==> config.mk <==
export PLATFORM = sky130hd
export DESIGN_NAME = uart_tx_ctrl
export DESIGN_NICKNAME = d
export VERILOG_FILES = /design/src/rtl/uart_tx_ctrl.sv
export SDC_FILE = /design/constraint.sdc
export NUM_CORES = 1
export LEC_CHECK = 0
export CORE_MARGIN = 3
export CORE_UTILIZATION = 35
export DETAILED_ROUTE_END_ITERATION = 7
export PLACE_DENSITY = 0.57
export SYNTH_ARGS = -nofsm -noshare
export SYNTH_HDL_FRONTEND = slang
export SYNTH_SLANG_ARGS = --single-unit
==> constraint.sdc <==
create_clock -name CLK -period 2.4 [get_ports CLK]
set_clock_uncertainty 0.05 [all_clocks]
set_input_delay 0.48 -clock CLK [delete_from_list [all_inputs] [get_ports CLK]]
set_output_delay 0.48 -clock CLK [all_outputs]
set_load 0.01 [all_outputs]
==> src/rtl/uart_tx_ctrl.sv <==
// rtl/uart_tx_ctrl.sv - UART transmit frame sequencer (optional macro UART_TX_TWO_STOP_EN adds a second stop bit)
module uart_tx_ctrl #(
  parameter int DATA_WIDTH = 8,
  parameter int CNT_W      = $clog2(DATA_WIDTH)
) (
  input  logic       CLK,
  input  logic       RST,
  input  logic       DATA_VALID,
  input  logic       PAR_EN,
  output logic       ready,
  output logic       ser_load,
  output logic       ser_en,
  output logic [1:0] mux_sel,
  output logic       busy,
  output logic       frame_done
);

  typedef enum logic [2:0] {
    S_IDLE   = 3'd0,
    S_START  = 3'd1,
    S_DATA   = 3'd2,
    S_PARITY = 3'd3,
    S_STOP   = 3'd4,
    S_STOP2  = 3'd5
  } state_t;

  // Output-stage select codes
  localparam logic [1:0] MUX_START  = 2'b00;
  localparam logic [1:0] MUX_STOP   = 2'b01;
  localparam logic [1:0] MUX_DATA   = 2'b10;
  localparam logic [1:0] MUX_PARITY = 2'b11;

  localparam logic [CNT_W-1:0] LAST_CNT = CNT_W'(DATA_WIDTH - 1);

`ifdef UART_TX_TWO_STOP_EN
  localparam state_t LAST_STOP = S_STOP2;
`else
  localparam state_t LAST_STOP = S_STOP;
`endif

  state_t           state_q, state_d;
  logic [CNT_W-1:0] cnt_q, cnt_d;
  logic             par_q, par_d;
  logic             busy_d, ser_en_d, frame_done_d;
  logic [1:0]       mux_sel_d;

  // Accept window: idle, or the final stop bit so frames can run back-to-back
  always_comb begin
    ready    = (state_q == S_IDLE) || (state_q == LAST_STOP);
    ser_load = DATA_VALID & ready;
  end

  // Next-state logic, then output decode from the next state so outputs move with the state
  always_comb begin
    state_d      = state_q;
    cnt_d        = cnt_q;
    par_d        = par_q;
    busy_d       = 1'b0;
    mux_sel_d    = MUX_STOP;
    ser_en_d     = 1'b0;
    frame_done_d = 1'b0;

    case (state_q)
      S_IDLE: begin
        if (ser_load) begin
          par_d   = PAR_EN;
          state_d = S_START;
        end
      end
      S_START: begin
        cnt_d   = '0;
        state_d = S_DATA;
      end
      S_DATA: begin
        if (cnt_q == LAST_CNT) begin
          cnt_d   = '0;
          state_d = par_q ? S_PARITY : S_STOP;
        end else begin
          cnt_d = cnt_q + CNT_W'(1);
        end
      end
      S_PARITY: begin
        state_d = S_STOP;
      end
`ifdef UART_TX_TWO_STOP_EN
      S_STOP: begin
        state_d = S_STOP2;
      end
      S_STOP2: begin
        if (ser_load) begin
          par_d   = PAR_EN;
          state_d = S_START;
        end else begin
          state_d = S_IDLE;
        end
      end
`else
      S_STOP: begin
        if (ser_load) begin
          par_d   = PAR_EN;
          state_d = S_START;
        end else begin
          state_d = S_IDLE;
        end
      end
`endif
      default: begin
        cnt_d   = '0;
        state_d = S_IDLE;
      end
    endcase

    case (state_d)
      S_START: begin
        busy_d    = 1'b1;
        mux_sel_d = MUX_START;
      end
      S_DATA: begin
        busy_d    = 1'b1;
        mux_sel_d = MUX_DATA;
        ser_en_d  = 1'b1;
      end
      S_PARITY: begin
        busy_d    = 1'b1;
        mux_sel_d = MUX_PARITY;
      end
      S_STOP: begin
        busy_d       = 1'b1;
        mux_sel_d    = MUX_STOP;
        frame_done_d = (LAST_STOP == S_STOP);
      end
      S_STOP2: begin
        busy_d       = 1'b1;
        mux_sel_d    = MUX_STOP;
        frame_done_d = (LAST_STOP == S_STOP2);
      end
      default: begin
        busy_d    = 1'b0;
        mux_sel_d = MUX_STOP;
      end
    endcase
  end

  // State, counter, latched parity enable and registered outputs
  always_ff @(posedge CLK) begin
    if (RST) begin
      state_q    <= S_IDLE;
      cnt_q      <= '0;
      par_q      <= 1'b0;
      busy       <= 1'b0;
      mux_sel    <= MUX_STOP;
      ser_en     <= 1'b0;
      frame_done <= 1'b0;
    end else begin
      state_q    <= state_d;
      cnt_q      <= cnt_d;
      par_q      <= par_d;
      busy       <= busy_d;
      mux_sel    <= mux_sel_d;
      ser_en     <= ser_en_d;
      frame_done <= frame_done_d;
    end
  end

endmodule

==> impl_results.md <==
* Status: complete, no violations
* Cts hold-fix bufs at 0
* Vias in the first global route at 340
* Global-route wire length before repair at 1552 um
* Placer congestion estimate at 0.6706
* Fillers at between 150 and 200
* Ant diodes at 0
* Largest area contributor in the netlist: dfxtp_1
* Hold Crit Class: reg2reg
* Final hold vios at 0
* Final wirelength at roughly 1000 um
* Die X at between 40 and 50 um
* Num Clock Sinks at 12
* Die height at roughly 47 um
* Synth unique cells at 27
* Number of routed nets with antenna violations at 0
* Drt pass-1 iters at 3
* Yosys reg bits at 12
* Ranking of synthesized cells by area: dfxtp_1 42%, ha_1 4.3%, nor4b_4 4.1%
* Crit. End Element: output port
* Crit-path max FO at 2
* Worst EP arrival at between 1.5 and 2 ns
* RSZ-0062 raised after global routing: false
* Crit path kind: in2out
* Vias per Instance at about 5.0
* Die Area at between 0.002 and 0.0025 sq mm
* TritonCTS Buffers at 3
* Total number of vias at approximately 420
* Hold path endpoint: cnt_q[2]$_SDFFE_PP0N_
* Fraction of layout cells with a size suffix above 1 at 0.1493
* Clk_lat worst skew at around 0.27 ns
* CP required at 1.87 ns
* Peak Freq at roughly 0.45 GHz
* Dpl hpwl at 702.6 um
* Mean post-synth cell area at 10.28 sq um
* VDD IR max at approximately 0.3 mV
* Reg-to-reg endpoint: mux_sel[0]$_SDFF_PP1_
* Critical path startpoint category: input port
* Net Sw Power at between 0.0001 and 0.00015 W
* Core Box Area at 0.001524 sq mm
* Tot GR Track Use at 0.1048
* Fin crit period at approximately 2.2 ns
* Tcrit/Tclk final at 0.9329
* Seq pwr share at 0.495
* Pwr dens at between 600 and 700 mW/mm^2
* Syn Nets at a little over 60
* Cts repair resizes at 0
* CTS tree: done
* Synth Warn # at 0
* Max Cap Viol at 0
* Area Growth Syn to Fin at 21.09%
* Worst-Margin Slew at between 0.4 and 0.5 ns
* Clock buffer depth at 2
* Largest net degree at the start of global routing at 12
* Leakage at ~0.27 nW
* Slew HR at 0.6848
* Final Setup Violations at 0
* Sw frac at 0.2335
* Post-CTS setup buffers at 0
* Clock power frac at 0.350
* Drt wl/cell at around 12 um
* Initial antenna violation count at 0
* Register area share after synthesis at 0.4174
* Combinational share of power at 0.155
* DRT iter0 DRCs at 10
* Max-slew violations at 0
* Post-synthesis cell area at between 500 and 600 sq um
* R2R cell count at 5
* Hold Slack at 0.4350 ns
* Drt drc at 0
* Nets at between 70 and 80
* GR Overflow Total at 0
* Port-buffer cells at 10
* Worst Hold Path Cells at 2
* H-tree lvl count at 1
* Cell Int Power at roughly 0.00034 W
* Root buffer cell: clkbuf_4
* Cells after Synth at between 50 and 60
* Min-delay src: cnt_q[2]$_SDFFE_PP0N_
* Initial core utilization at 0.3777
* Clock-pin slew on the worst setup and hold paths at approximately 0.07 ns
* Io pins at 11
* Setup slack, reg-to-reg at between 0.9 and 1 ns
* Post-synth top area share at 0.4174
* Rows at 14
* R2R Path Start: cnt_q[0]$_SDFFE_PP0N_
* Total negative slack at 0 ns
routing by layer:
layer,vias up,track usage,part of all wire
met3,2,0.05859,0.058
met5,-,0,0
met2,9,0.1319,0.42
li1,218,-,-
met4,0,0.03409,0.010
met1,188,0.1469,0.51
placed cells by master, fill, tap and decap left out:
master and n:
and2_1 1, nor4_1 1, nand3b_1 1, clkdlybuf4s50_1 10, nor2b_1 3, ha_1 2
nor3b_4 1, and2b_1 1, o21ba_2 1, o311ai_1 1, nor4b_4 1, nor2b_4 1
nand2_1 1, nand4b_1 1, and3b_2 1, a21oi_1 4, clkbuf_8 1, inv_1 1
dfxtp_1 12, mux2i_1 1, clkbuf_4 3, nor3b_1 3, o21ai_0 4, nor3_1 2
buf_4 1, o22ai_1 1, nand2b_1 2, nor2_1 5
synth_stat cells (all sizes together):
master,n
dfxtp,12
nor2,5
a21oi,4
nor2b,4
nor3b,4
o21ai,4
buf,3
ha,2
nand2b,2
nor3,2
and2,1
and2b,1
and3b,1
dlymetal6s2s,1
inv,1
mux2i,1
nand2,1
nand3b,1
nand4b,1
nor4,1
nor4b,1
o21ba,1
o22ai,1
o311ai,1
worst max path at each step:
stage | endpoint | slack [ns] | start
floorplan | mux_sel[0]$_SDFF_PP1_ | 1.04 | cnt_q[0]$_SDFFE_PP0N_
global placement | ser_load | 0.16 | DATA_VALID
detailed placement | ser_load | 0.16 | DATA_VALID
CTS | ser_load | 0.15 | DATA_VALID
global route | ser_load | 0.11 | DATA_VALID
finish | ser_load | 0.16 | DATA_VALID
layout make-up:
class | count | area, sq um | area share
Tap cell | 16 | 20.02 | 0.02873
Timing Repair Buffer | 11 | 107.6 | 0.1544
Sequential cell | 12 | 240.2 | 0.3447
Clock buffer | 4 | 36.28 | 0.05206
Multi-Input combinational cell | 39 | 289.0 | 0.4147
Inverter | 1 | 3.754 | 0.005386
power by group through the flow:
stage / clock network (W) / registers (W) / logic, W
2_1_floorplan: 0 / 0.000222 / 0.0000484
3_3_place_gp: 0 / 0.000227 / 0.0000700
3_5_place_dp: 0 / 0.000227 / 0.0000698
4_1_cts: 0.000166 / 0.000223 / 0.0000704
5_1_grt: 0.000171 / 0.000225 / 0.0000765
6_report: 0.000157 / 0.000223 / 0.0000697
critical path: stages:
cell and delay [ns]:
clkdlybuf4s50_1 0.48, nor3b_4 0.19, clkdlybuf4s50_1 0.56
flip-flops by register name, summed over array words and instances, names as in the netlist:
register,cells
cnt_q,3
busy,1
ser_en,1
mux_sel,2
frame_done,1
state_q,3
par_q,1
cells by family (layout without fill, tap and decap cells):
family	Yosys count	count (layout)	synth area share
simple gates	25	25	0.3283
flops	12	12	0.4174
compound gates	11	11	0.1131
buf+inv	5	16	0.08043
fa+ha+maj	2	2	0.04347
mux	1	1	0.01739
metrics by stage:
step                cells  total power, W  setup slack, ns    util  area [sq um]
floorplan              56       0.0002707            1.044       -         575.6
global placement       79       0.0002974           0.1636  0.4335         660.6
detailed placement     79       0.0002972           0.1636  0.4335         660.6
CTS                    83       0.0004598           0.1530  0.4573         696.9
global route           83       0.0004724           0.1076  0.4573         696.9
finish                 83       0.0004499           0.1610  0.4573         696.9
Power figures use the tool's default switching activity.
